<file path="src/rtl/rr_arb_8.sv">
// Eight-requester arbiter: round-robin or fixed-priority (bit 7 highest) selection,
// registered one-hot grant with binary index, tenure bounded by MAX_HOLD cycles.
module rr_arb_8 #(
    parameter int MAX_HOLD = 16,
    parameter int CNT_W    = 8
) (
    input  logic       clk,
    input  logic       rst_n,
    input  logic [7:0] req,
    input  logic       rr_mode,
    output logic [7:0] gnt,
    output logic [2:0] gnt_id,
    output logic       gnt_valid,
    output logic       expired
);

    typedef enum logic {
        IDLE  = 1'b0,
        GRANT = 1'b1
    } state_t;

    state_t           state_q, state_d;
    logic [2:0]       ptr_q, ptr_d;
    logic [CNT_W-1:0] hold_cnt_q, hold_cnt_d;
    logic [7:0]       gnt_q, gnt_d;
    logic [2:0]       gnt_id_q, gnt_id_d;
    logic             gnt_valid_q, gnt_valid_d;
    logic             expired_q, expired_d;

    logic             rr_found;
    logic [2:0]       rr_idx;
    logic [2:0]       fp_idx;
    logic [2:0]       winner;

    // Round-robin scans upward from ptr (inclusive) and wraps; fixed priority keeps the highest set bit.
    always_comb begin
        rr_found = 1'b0;
        rr_idx   = ptr_q;
        fp_idx   = 3'd0;
        for (int i = 0; i < 8; i++) begin
            if (!rr_found && req[ptr_q + 3'(i)]) begin
                rr_found = 1'b1;
                rr_idx   = ptr_q + 3'(i);
            end
            if (req[i]) begin
                fp_idx = 3'(i);
            end
        end
        winner = rr_mode ? rr_idx : fp_idx;
    end

    // NOTE: every signal driven here gets a default first, so no path leaves one unassigned and infers a latch.
    always_comb begin
        state_d     = state_q;
        ptr_d       = ptr_q;
        hold_cnt_d  = hold_cnt_q;
        gnt_d       = gnt_q;
        gnt_id_d    = gnt_id_q;
        gnt_valid_d = gnt_valid_q;
        expired_d   = 1'b0;

        unique case (state_q)
            IDLE: begin
                if (req != 8'd0) begin
                    state_d     = GRANT;
                    gnt_d       = 8'd1 << winner;
                    gnt_id_d    = winner;
                    gnt_valid_d = 1'b1;
                    ptr_d       = winner + 3'd1;
                    hold_cnt_d  = CNT_W'(1);
                end
            end
            GRANT: begin
                // Only the current owner's request matters until the tenure ends.
                if (!req[gnt_id_q]) begin
                    state_d     = IDLE;
                    gnt_d       = 8'd0;
                    gnt_valid_d = 1'b0;
                end else if (hold_cnt_q == CNT_W'(MAX_HOLD)) begin
                    state_d     = IDLE;
                    gnt_d       = 8'd0;
                    gnt_valid_d = 1'b0;
                    expired_d   = 1'b1;
                end else begin
                    hold_cnt_d  = hold_cnt_q + CNT_W'(1);
                end
            end
            default: state_d = IDLE;
        endcase
    end

    // NOTE: sequential state uses non-blocking assignments so all registers update together at the edge.
    always_ff @(posedge clk or negedge rst_n) begin
        if (!rst_n) begin
            state_q     <= IDLE;
            ptr_q       <= 3'd0;
            hold_cnt_q  <= '0;
            gnt_q       <= 8'd0;
            gnt_id_q    <= 3'd0;
            gnt_valid_q <= 1'b0;
            expired_q   <= 1'b0;
        end else begin
            state_q     <= state_d;
            ptr_q       <= ptr_d;
            hold_cnt_q  <= hold_cnt_d;
            gnt_q       <= gnt_d;
            gnt_id_q    <= gnt_id_d;
            gnt_valid_q <= gnt_valid_d;
            expired_q   <= expired_d;
        end
    end

    assign gnt       = gnt_q;
    assign gnt_id    = gnt_id_q;
    assign gnt_valid = gnt_valid_q;
    assign expired   = expired_q;

endmodule

</file>
<file path="config.mk">
export PLATFORM = sky130hd
export DESIGN_NAME = rr_arb_8
export DESIGN_NICKNAME = d
export VERILOG_FILES = /design/src/rtl/rr_arb_8.sv
export SDC_FILE = /design/constraint.sdc
export NUM_CORES = 1
export LEC_CHECK = 0
export BUFFER_PORTS_ARGS = -buffer_cell sky130_fd_sc_hd__buf_2
export CAP_MARGIN = 10
export CORE_MARGIN = 10
export CORE_UTILIZATION = 60
export CTS_CLUSTER_SIZE = 24
export DETAILED_ROUTE_END_ITERATION = 8
export PLACE_DENSITY = 0.81
export SLEW_MARGIN = 20
export SYNTH_ARGS = -nofsm -noshare
export SYNTH_HDL_FRONTEND = slang
export SYNTH_SLANG_ARGS = --single-unit
</file>
<file path="constraint.sdc">
create_clock -name clk -period 5.2 [get_ports clk]
set_input_delay 0.78 -clock clk [delete_from_list [all_inputs] [get_ports clk]]
set_output_delay 0.78 -clock clk [all_outputs]
set_load 0.05 [all_outputs]
</file>
=== Word level (Yosys, flattened, before mapping) ===
Cells that the tools add are included.

* Div/mod/pow operators: 0
* Muxes and demuxes: 59
* $add $sub $neg: 9
* Shifts and indexed selects: 1
* $lt $le $gt $ge: 9
* $mul: 0
* Reduce and logical (&&, ||, !) cells: 18
* Bitwise gates (word level): 1
* Equality and inequality tests: 5

{| class="wikitable"
|+ Operator list
! kind !! number
|-
| two-way mux 8 bit || 6
|-
| two-way mux 3 bit || 14
|-
| < comparator 3 x 4 -> 1 bit, second input constant || 9
|-
| one-hot mux 8 bit (2 select lines) || 2
|-
| binary-select mux 1 bit (select 3 bit) || 9
|-
| two-way mux 1 bit || 26
|-
| adder 3 bit, second input constant || 4
|-
| adder 8 x 1 -> 8 bit, second input constant || 1
|-
| equality test 8 x 5 -> 1 bit, second input constant || 1
|-
| nonzero test 8 bit || 1
|-
| left shift 1 x 3 -> 8 bit, first input constant || 1
|-
| logical AND 1 bit || 7
|-
| logical NOT 1 bit || 7
|-
| adder 3 x 1 -> 3 bit, second input constant || 2
|-
| adder 3 x 2 -> 3 bit, second input constant || 2
|-
| inequality test 2 bit, second input constant || 2
|-
| one-hot mux 1 bit (2 select lines) || 2
|-
| AND reduction 2 bit || 2
|-
| inequality test 3 x 2 -> 1 bit, second input constant || 1
|-
| AND reduction 3 bit || 1
|-
| inequality test 2 x 1 -> 1 bit, second input constant || 1
|-
| NOT 1 bit || 1
|}

* Logic and storage cells: 109
* Bits in latches: 0
* RAM bits: 0
* Register bits: 25
* Output and inout port bits: 13
* Bits in read-only memories: 0
* Memories kept: 0

=== Logic depth before layout (Yosys ltp) ===
Gate-level depths: netlist (run 1).

* Depth after elaboration: 28
* Depth in mapped cells: 17

=== Worst setup path after synthesis (run 1) ===
OpenSTA, ideal clock, no wires.

* Path kind: register -> register
* From: register ptr_q[0]
* To: register gnt_q[7], in the netlist gnt[7]
* Buffers on the path: 4
* Data arrival time: 3.585 ns
* Cell stages (with the launch flop): 17
* Data required time: 5.079 ns
* Period minus slack after synthesis: 3.707 ns
* Setup slack: 1.493 ns
* Path through: dfrtp_1 -> buf_6 -> buf_12 -> buf_6 -> inv_1 -> ha_1 -> buf_2 -> inv_1 -> mux4_2 -> a32oi_2 -> nor3_2 -> nor3_2 -> xnor2_1 -> mux2_2 -> ha_1 -> ha_1 -> a22o_1

* Longest elaborated chain between the ends: 28

{| class="wikitable"
|+ Ends and longest elaborated chain
! element !! line !! RTL
|-
| start: declaration || 23 || <nowiki>logic [2:0] ptr_q, ptr_d;</nowiki>
|-
| start signal: assignment || 104 || <nowiki>ptr_q <= ptr_d;</nowiki>
|-
| branches (longest 23 deep; another with adder 3 x 1 -> 3 bit) || n/a ||
|-
| two-way mux 3 bit (*) || 41 || <nowiki>if (!rr_found && req[ptr_q + 3'(i)]) begin</nowiki>
|-
| two-way mux 3 bit (*) || 49 || <nowiki>winner = rr_mode ? rr_idx : fp_idx;</nowiki>
|-
| named net winner[0] || 33 || <nowiki>logic [2:0] winner;</nowiki>
|-
| left shift 1 x 3 -> 8 bit (*) || 66 || <nowiki>gnt_d = 8'd1 << winner;</nowiki>
|-
| two-way mux 8 bit (*) || 64 || <nowiki>if (req != 8'd0) begin</nowiki>
|-
| one-hot mux 8 bit (2 select lines) (*) || 62 || <nowiki>unique case (state_q)</nowiki>
|-
| end signal: assignment || 106 || <nowiki>gnt_q <= gnt_d;</nowiki>
|-
| end: declaration || 25 || <nowiki>logic [7:0] gnt_q, gnt_d;</nowiki>
|}

Mark *: on every way through the listed nets, which the timed path passes. The select of a mux whose other input is x is not followed.
A chain may end at the register's enable or synchronous reset.

=== Worst setup path after layout (run 1) ===
* From: register ptr_q[1]
* To: register gnt_q[7], in the netlist gnt[7]

* Longest elaborated chain between the ends: 28

{| class="wikitable"
|+ Ends and longest elaborated chain
! element !! line
|-
| branches (longest 23 deep; another with adder 3 x 1 -> 3 bit) || n/a
|-
| two-way mux 3 bit (*) || 41
|-
| two-way mux 3 bit (*) || 49
|-
| named net winner[0] || 33
|-
| left shift 1 x 3 -> 8 bit (*) || 66
|-
| two-way mux 8 bit (*) || 64
|-
| one-hot mux 8 bit (2 select lines) (*) || 62
|}

Marked as above.

==> results.sh, run 1 <==
export IMPL_vias_per_cell=6.73
export IMPL_clock_latency_ns=0.26
export IMPL_numPortBuffers=23
export IMPL_antenna_found_initial=0
export IMPL_rsz0062_at_grt="false"
export IMPL_finalSetupViolCount=0
export IMPL_synth_edf_count=0
export IMPL_dr_pass1_iters=5
export IMPL_yosys_warnings=0
export IMPL_drcViolationCount=0
export IMPL_cts_resized=0
export IMPL_synth_top_family_by_area="multiplexers"
export IMPL_path_buf_inv=2
export IMPL_hold_slack_ns=0.488
export IMPL_layout_drive_gt1_share=0.264
export IMPL_worst_path_largest_cell_delay_ns=0.71
export IMPL_die_h_um=82.8
export IMPL_synth_top_flop_cell="dfrtp_1"
export IMPL_synth_xor_area_frac=0.0365
export IMPL_worst_pin_slew_ns=1.07
export IMPL_hold_class="input pin to asynchronous set/reset pin"
export IMPL_numCtsBuffers=3
export IMPL_start_kind="flop"
export IMPL_coreArea_um2=3740
export IMPL_multiInputGateArea_um2=1600
export IMPL_h_tree_depth=1
export IMPL_crit_fanout=14
export IMPL_syn_inst=237
export IMPL_n_antenna_cell=0
export IMPL_max_freq_mhz=236
export IMPL_cp_slowest_cell="dfrtp_1"
export IMPL_drt_iter0_markers=198
export IMPL_regArea_um2=626
export IMPL_clock_path_buffers=2
export IMPL_cp_top_family="adder cells"
export IMPL_ctsRootBufferMaster="clkbuf_8"
export IMPL_fin_util=0.662
export IMPL_synth_cell_types=57
export IMPL_gp_congestion=0.915
export IMPL_synth_compound_area_frac=0.160
export IMPL_grt_pass1_vias=1962
export IMPL_cp_common_cell="ha_1"
export IMPL_final_max_slew_viol_count=0
export IMPL_critPathArrivalTime_ns=4.38
export IMPL_cp_end_kind="flop"
export IMPL_slew_headroom=0.287
export IMPL_rows=22
export IMPL_die_w_um=82.8
export IMPL_fillerInstances=304
export IMPL_grt_max_degree=26
export IMPL_final_nets=267
export IMPL_async_flop_share=1.00
export IMPL_postRouteAntennaNets=0
export IMPL_grt_ovfl_total=0
export IMPL_ys_seq_elements=25
export IMPL_synth_area_um2=2360
export IMPL_synthSimpleGateAreaFrac=0.170
export IMPL_drv_cap=0
export IMPL_finalSetupTns_ns=0
export IMPL_final_common_cell="dfrtp_1"
export IMPL_setup_worst_path_class="flop to flop"
export IMPL_grt_pass1_wl_mm=9.22
export IMPL_area_growth_syn_to_layout_pct=4.92
export IMPL_outcome="complete, no violations"
export IMPL_worstPathRequired_ns=5.35
export IMPL_synthAdderAreaFrac=0.0476
export IMPL_hpwl_mm=4.01
export IMPL_start_util=0.631
export IMPL_vias=1979
export IMPL_critical_path_cell_chain="inv_2, ha_1, inv_1, mux4_2, a32oi_2, nor3_2, nor3_2, xnor2_1, mux2_2, ha_1, ha_1, a22o_1"
export IMPL_io_pins=24
export IMPL_ys_seq_area_frac=0.265
export IMPL_dieArea_um2=6850
export IMPL_layout_common_cells="dfrtp_1, nand2_1, buf_2, nor2_1, mux4_2"
export IMPL_totalWireLength_mm=5.39
export IMPL_finalCritPeriodShare=0.814
export IMPL_postCtsHoldBufs=0
export IMPL_grt_util_all_layers=0.168
export IMPL_hold_viol_final=0
export IMPL_fin_worst_skew_ns=0.00436
export IMPL_finalWorstPathRequiredPeriod_ns=4.23
export IMPL_syn_area_per_cell_um2=9.97
export IMPL_clkTransAtPathRegs_ns=0.08
export IMPL_synth_nets=257
export IMPL_wl_per_cell_um=18.3
export IMPL_cts_tree="yes"
export IMPL_synthMuxAreaShare=0.259
export IMPL_clock_sinks=25
export IMPL_cts_setup_buffers=0
==> cell families after synthesis <==
| kind of cell | after synthesis |
|---|---|
| adder cells (fa/ha/maj) | 9 |
| flip-flops | 25 |
| buffers and inverters | 27 |
| AND/OR/NAND/NOR | 79 |
| XOR/XNOR | 9 |
| multiplexers | 38 |
| AO/OA/AOI/OAI | 50 |
==> sequential cells by signal, summed over array words and instances, names as in the netlist <==
name	flops
hold_cnt_q	8
gnt_id	3
gnt	8
expired	1
state_q	1
gnt_valid	1
ptr_q	3
==> layout make-up <==
type | count | area share
sequential | 25 | 0.252
clock buffer | 4 | 0.0182
tap | 48 | 0.0242
inverter | 8 | 0.0121
timing repair buffer | 24 | 0.0494
multi-input combinational | 185 | 0.644
==> worst register-to-register path, cell delays in order (launching register included) <==
cell and delay [ns]:
dfrtp_1 0.71, inv_2 0.23, ha_1 0.46, inv_1 0.23, mux4_2 0.57, a32oi_2 0.44, nor3_2 0.11, nor3_2 0.31
xnor2_1 0.13, mux2_2 0.30, ha_1 0.22, ha_1 0.19, a22o_1 0.23
==> worst paths after layout <==
kind,depth (start not counted),from,endpoint,slack (ns)
setup reg to reg,12,ptr_q[1],gnt[7],0.97
hold reg to reg,1,gnt[4],gnt[4],0.50
setup / recovery,12,ptr_q[1],gnt[7],0.97
hold / removal,1,rst_n,hold_cnt_q[2],0.49
max in group asynchronous,1,rst_n,hold_cnt_q[7],4.36
min in group clk,1,gnt[4],gnt[4],0.50
==> metrics by stage <==
| step | setup slack, ns | std cells | area [um^2] |
|---|---|---|---|
| finish | 0.966 | 294 | 2480 |
| global route | 0.745 | 294 | 2480 |
| CTS | 1.06 | 294 | 2480 |
| detailed placement | 1.11 | 290 | 2430 |
| global placement | 1.24 | 290 | 2430 |
| floorplan | 1.49 | 237 | 2360 |
==> synthesized netlist by cell type (3+ instances only) <==
cell type  instances  area, um^2
dfrtp_1           25         626
nand2_1           24        90.1
nor2_1            22        82.6
mux4_2            15         338
clkbuf_1          11        41.3
mux2i_1           11         110
ha_1               9         113
a21oi_1            7        35.0
nand2b_1           7        43.8
nand3_1            7        35.0
a32o_1             6        60.1
inv_1              6        22.5
mux2_2             6        67.6
a22oi_1            5        37.5
o21ai_0            5        25.0
o21ai_1            5        25.0
and3_1             4        25.0
xnor2_1            4        35.0
xor2_1             4        35.0
buf_6              3        33.8
==> per-layer routing <==
metal / global-route usage / vias to the layer above / routed length (um)
met5: 0 / - / 0
met4: 0.0753 / 0 / 197
met3: 0.0216 / 25 / 360
met2: 0.279 / 115 / 2700
met1: 0.212 / 936 / 2130
li1: - / 903 / -
Power of run 1 is left out: the tool's default activity adds up to more than one toggle a clock period on the data nets, which glitch-free logic cannot reach.
==> run 2, diff against run 1 <==
==> constraint.sdc (replaced) <==
create_clock -name clk -period 4.06 [get_ports clk]
set_input_delay 0.609 -clock clk [delete_from_list [all_inputs] [get_ports clk]]
set_output_delay 0.609 -clock clk [all_outputs]
set_load 0.05 [all_outputs]
==> run 2 against run 1 <==
  * Via count shrank 3.3%
  * Critical path depth grew 1
  * Worst setup slack lost 0.62 ns
  * Clock skew shrank 0.00073 ns
  * Largest cell class unchanged
  * Flip-flop and latch count is the same
  * Die area is the same
  * Global-route usage is essentially flat
  * First-iteration DRC count shrank 30%
  * Fmax grew 14%
  * Sequential share of layout area shrank 0.076 points
  * Hold slack lost 0.17 ns
==> results.sh, run 2 (synthesis gave the netlist of run 1 again) <==
export IMPL_outcome="complete, no violations"
export IMPL_finalSetupTns_ns=0
export IMPL_hold_viol_final=0
export IMPL_totalWireLength_mm=5.39
export IMPL_grt_max_degree=26
export IMPL_fin_worst_skew_ns=0.00363
export IMPL_start_kind="flop"
export IMPL_h_tree_depth=1
export IMPL_die_h_um=82.8
export IMPL_hpwl_mm=4.05
export IMPL_finalSetupViolCount=0
export IMPL_worst_pin_slew_ns=1.06
export IMPL_finalCritPeriodShare=0.916
export IMPL_die_w_um=82.8
export IMPL_r2r_cells=13
export IMPL_cts_setup_buffers=0
export IMPL_gp_congestion=0.956
export IMPL_crit_fanout=8
export IMPL_antenna_found_initial=0
export IMPL_postRouteAntennaNets=0
export IMPL_setup_worst_path_class="flop to flop"
export IMPL_ctsRootBufferMaster="clkbuf_8"
export IMPL_grt_pass1_vias=1877
export IMPL_layout_common_cells="dfrtp_1, nand2_1, buf_2, nor2_1, mux4_2"
export IMPL_worst_path_largest_cell_delay_ns=0.57
export IMPL_final_common_cell="dfrtp_1"
export IMPL_slew_headroom=0.296
export IMPL_grt_util_all_layers=0.167
export IMPL_coreArea_um2=3740
export IMPL_dieArea_um2=6850
export IMPL_drt_iter0_markers=139
export IMPL_postCtsHoldBufs=0
export IMPL_worstPathRequired_ns=4.23
export IMPL_cp_end_kind="flop"
export IMPL_dr_pass1_iters=4
export IMPL_rows=22
export IMPL_io_pins=24
export IMPL_grt_ovfl_total=0
export IMPL_critical_path_cell_chain="inv_2, ha_1, inv_1, mux4_2, a32oi_2, nor3_2, nor3_2, xnor2_1, mux2_2, ha_1, ha_1, nand2_1, nand2_1"
export IMPL_grt_pass1_wl_mm=9.14
export IMPL_start_util=0.631
export IMPL_rr_endpoint="ptr_q[2]"
export IMPL_clock_sinks=25
export IMPL_r2r_slack_ns=0.34
export IMPL_numCtsBuffers=3
export IMPL_cp_common_cell="ha_1"
export IMPL_layout_drive_gt1_share=0.267
export IMPL_fillerInstances=312
export IMPL_clock_latency_ns=0.27
export IMPL_numPortBuffers=23
export IMPL_max_freq_mhz=269
export IMPL_wl_per_cell_um=18.3
export IMPL_vias_per_cell=6.49
export IMPL_r2r_start="ptr_q[1]"
export IMPL_rsz0062_at_grt="false"
export IMPL_cts_resized=0
export IMPL_cp_slowest_cell="mux4_2"
export IMPL_final_nets=268
export IMPL_clock_path_buffers=2
export IMPL_hold_class="input pin to asynchronous set/reset pin"
export IMPL_finalWorstPathRequiredPeriod_ns=3.72
export IMPL_critPathArrivalTime_ns=3.89
export IMPL_drcViolationCount=0
export IMPL_drv_cap=0
export IMPL_area_growth_syn_to_layout_pct=5.24
export IMPL_vias=1914
export IMPL_n_antenna_cell=0
export IMPL_final_max_slew_viol_count=0
export IMPL_clkTransAtPathRegs_ns=0.08
export IMPL_cts_tree="yes"
[run 2: changes by cell type in the layout (fill, tap and decap cells not counted), sizes merged]
cell  before  now
buf       24   25
[run 2: worst max path at each step]
stage	start	end	slack (ns)	cells past startpoint
finish	ptr_q[1]	ptr_q[2]	0.34	13
global route	ptr_q[1]	ptr_q[2]	0.08	13
CTS	ptr_q[1]	ptr_q[2]	0.35	13
detailed placement	ptr_q[1]	ptr_q[2]	0.37	13
global placement	ptr_q[1]	ptr_q[2]	0.50	13
floorplan	ptr_q[0]	gnt[7]	0.35	16
[run 2: stage by stage]
step                      hold WS (ns)  cell area, um^2   util  setup WS (ns)  std cells
final                            0.314             2490  0.664          0.343        295
after global routing             0.344             2490  0.664         0.0758        295
after CTS                        0.330             2490  0.664          0.353        295
after detailed placement         0.474             2440  0.652          0.368        291
after global placement           0.465             2440  0.652          0.502        291
after floorplan                  0.313             2360      -          0.353        237
[run 2: metal layers]
metal / wire length, um / vias to the layer above / share of wire / track usage
met5: 0 / - / 0 / 0
met4: 162 / 0 / 0.030 / 0.0769
met3: 246 / 13 / 0.046 / 0.0184
met2: 2720 / 64 / 0.50 / 0.282
met1: 2260 / 925 / 0.42 / 0.210
li1: - / 912 / - / -
[run 2: critical path, delay by kind of cell, from the launching register on]
| kind | cells | cell delay (ns) |
|---|---|---|
| AND/OR/NAND/NOR | 4 | 0.55 |
| multiplexers | 2 | 0.87 |
| adder cells (fa/ha/maj) | 3 | 0.85 |
| AO/OA/AOI/OAI | 1 | 0.44 |
| XOR/XNOR | 1 | 0.13 |
| flip-flops | 1 | 0.39 |
| buffers and inverters | 2 | 0.38 |
[run 2: cell type report]
class | count | area [um^2] | share of cell area
clock buffer | 4 | 45.0 | 0.0181
multi-input combinational | 185 | 1600 | 0.642
tap | 48 | 60.1 | 0.0241
timing repair buffer | 25 | 130 | 0.0523
inverter | 8 | 30.0 | 0.0121
sequential | 25 | 626 | 0.252
Power of run 2 is left out for the same reason.
==> run 3, diff against run 2 <==
--- a/config.mk
+++ b/config.mk
@@ -5,13 +5,14 @@
 export SDC_FILE = /design/constraint.sdc
 export NUM_CORES = 1
 export LEC_CHECK = 0
+export ABC_AREA = 1
 export BUFFER_PORTS_ARGS = -buffer_cell sky130_fd_sc_hd__buf_2
 export CAP_MARGIN = 10
 export CORE_MARGIN = 10
-export CORE_UTILIZATION = 60
+export CORE_UTILIZATION = 59
 export CTS_CLUSTER_SIZE = 24
 export DETAILED_ROUTE_END_ITERATION = 8
-export PLACE_DENSITY = 0.81
+export PLACE_DENSITY = 0.8
 export SLEW_MARGIN = 20
 export SYNTH_ARGS = -nofsm -noshare
 export SYNTH_HDL_FRONTEND = slang
==> constraint.sdc (replaced) <==
create_clock -name clk -period 3.8 [get_ports clk]
set_input_delay 0.57 -clock clk [delete_from_list [all_inputs] [get_ports clk]]
set_output_delay 0.57 -clock clk [all_outputs]
set_load 0.05 [all_outputs]
==> run 3 against run 2 <==
  * Final area shrank 9.3%
  * Highest routed layer unchanged
  * Die area shrank 7.8%
  * Hold slack lost 0.10 ns
  * Flip-flop and latch count is the same
==> results.sh, run 3 <==
export IMPL_r2r_slack_ns=0.36
export IMPL_final_nets=356
export IMPL_clock_sinks=25
export IMPL_drcViolationCount=0
export IMPL_worstPathRequired_ns=4.00
export IMPL_die_w_um=79.5
export IMPL_synth_largest_area_cell="dfrtp_1"
export IMPL_cp_slowest_cell="dfrtp_1"
export IMPL_fillerInstances=317
export IMPL_layout_common_cells="nand2_1, inv_1, nand3_1, dfrtp_1"
export IMPL_path_buf_inv=3
export IMPL_dr_pass1_iters=4
export IMPL_postCtsHoldBufs=0
export IMPL_finalSetupTns_ns=0
export IMPL_final_common_cell="nand2_1"
export IMPL_slew_headroom=0.581
export IMPL_cts_setup_buffers=0
export IMPL_dp_cells=377
export IMPL_yosys_area_top_type_share=0.300
export IMPL_outcome="complete, no violations"
export IMPL_crit_fanout=11
export IMPL_hold_class="input pin to asynchronous set/reset pin"
export IMPL_synth_cell_types=32
export IMPL_r2r_start="ptr_q[0]"
export IMPL_cts_resized=0
export IMPL_clock_latency_ns=0.32
export IMPL_yosys_top_cells_count="nand2_1, inv_1, nand3_1"
export IMPL_vias_per_cell=5.20
export IMPL_area_growth_syn_to_layout_pct=8.03
export IMPL_drv_cap=0
export IMPL_clkTransAtPathRegs_ns=0.14
export IMPL_synth_top_flop_cell="dfrtp_1"
export IMPL_totalWireLength_mm=4.65
export IMPL_n_antenna_cell=0
export IMPL_grt_pass1_vias=1871
export IMPL_fin_util=0.666
export IMPL_finalCritPeriodShare=0.905
export IMPL_start_util=0.616
export IMPL_critPathArrivalTime_ns=3.64
export IMPL_antenna_found_initial=0
export IMPL_worst_pin_slew_ns=0.626
export IMPL_finalWorstPathRequiredPeriod_ns=3.44
export IMPL_vias=1982
export IMPL_synth_edf_count=0
export IMPL_drt_iter0_markers=124
export IMPL_coreArea_um2=3390
export IMPL_critical_path_cell_chain="inv_2, ha_1, inv_1, nand3_1, nand3_2, nand2_4, nor2_8, nand2_4, nor2_8, nand2_4, nor2_8, nand3_2, nand3_1, nand3_1, nand2_2, inv_1, ha_1, ha_1, nand2_1, o21ai_0"
export IMPL_regArea_um2=626
export IMPL_fin_worst_skew_ns=0.0144
export IMPL_synth_area_leaders="dfrtp_1, nand2_1, nand3_1"
export IMPL_ys_seq_area_frac=0.300
export IMPL_max_freq_mhz=291
export IMPL_cp_end_kind="flop"
export IMPL_r2r_cells=20
export IMPL_synth_nets=332
export IMPL_worst_path_largest_cell_delay_ns=0.55
export IMPL_grt_util_all_layers=0.153
export IMPL_rr_endpoint="ptr_q[2]"
export IMPL_final_max_slew_viol_count=0
export IMPL_rows=21
export IMPL_numCtsBuffers=3
export IMPL_synth_area_um2=2090
export IMPL_cts_tree="yes"
export IMPL_die_h_um=79.5
export IMPL_h_tree_depth=1
export IMPL_numPortBuffers=23
export IMPL_rsz0062_at_grt="false"
export IMPL_io_pins=24
export IMPL_dieArea_um2=6320
export IMPL_hpwl_mm=3.77
export IMPL_finalSetupViolCount=0
export IMPL_yosys_warnings=0
export IMPL_wl_per_cell_um=12.2
export IMPL_cp_top_family="simple AND/OR/NAND/NOR gates"
export IMPL_clock_path_buffers=2
export IMPL_final_cells=381
export IMPL_multiInputGateArea_um2=1250
export IMPL_grt_max_degree=26
export IMPL_start_kind="flop"
export IMPL_async_flop_share=1.00
export IMPL_ys_seq_elements=25
export IMPL_ctsRootBufferMaster="clkbuf_4"
export IMPL_syn_inst=312
export IMPL_gp_congestion=0.870
export IMPL_postRouteAntennaNets=0
export IMPL_grt_pass1_wl_mm=8.09
export IMPL_hold_viol_final=0
export IMPL_layout_drive_gt1_share=0.158
export IMPL_synth_most_common_cell="nand2_1"
export IMPL_grt_ovfl_total=0
export IMPL_syn_area_per_cell_um2=6.69
export IMPL_setup_worst_path_class="flop to flop"
run 3: metal layers:
metal,GRT usage,vias up,part of all wire
li1,-,1050,-
met2,0.282,33,0.52
met3,0.0180,11,0.031
met4,0.0645,0,0.026
met5,0,-,0
met1,0.170,888,0.43
run 3: worst register-to-register path, delay by kind of cell, from the launching register on:
| family | cells | cell delay [ns] |
|---|---|---|
| AND/OR/NAND/NOR | 13 | 1.37 |
| adder cells (fa/ha/maj) | 3 | 0.86 |
| flip-flops | 1 | 0.55 |
| buffers and inverters | 3 | 0.47 |
| AO/OA/AOI/OAI | 1 | 0.07 |
run 3: final cells by class:
| class | count | area share |
|---|---|---|
| Clock buffer | 4 | 0.0116 |
| Inverter | 46 | 0.0765 |
| Multi-Input combinational cell | 236 | 0.555 |
| Sequential cell | 25 | 0.277 |
| Tap cell | 46 | 0.0255 |
| Timing Repair Buffer | 24 | 0.0544 |
run 3: how the worst max path moves through the flow:
stage | from | end | slack, ns | depth (start not counted)
floorplan | ptr_q[0] | ptr_q[2] | 0.80 | 22
CTS | ptr_q[0] | ptr_q[2] | 0.35 | 20
global route | ptr_q[0] | ptr_q[2] | 0.08 | 20
global placement | ptr_q[0] | ptr_q[2] | 0.45 | 20
detailed placement | ptr_q[0] | ptr_q[2] | 0.36 | 20
finish | ptr_q[0] | ptr_q[2] | 0.36 | 20
run 3: stage by stage:
step                hold slack, ns  setup slack (ns)  area, um^2
floorplan                    0.274             0.801        2090
global placement             0.455             0.454        2230
detailed placement           0.460             0.361        2230
CTS                          0.227             0.347        2260
global route                 0.229            0.0807        2260
finish                       0.214             0.362        2260
run 3: cells by family (layout without fill, tap and decap cells):
logic type / count (synthesis) / in the layout / synth area share
adder cells (fa/ha/maj): 9 / 9 / 0.0539
AND/OR/NAND/NOR: 186 / 186 / 0.427
flip-flops: 25 / 25 / 0.300
XOR/XNOR: 5 / 5 / 0.0210
AO/OA/AOI/OAI: 36 / 36 / 0.0977
buffers and inverters: 51 / 74 / 0.101
Power of run 3 is left out for the same reason.
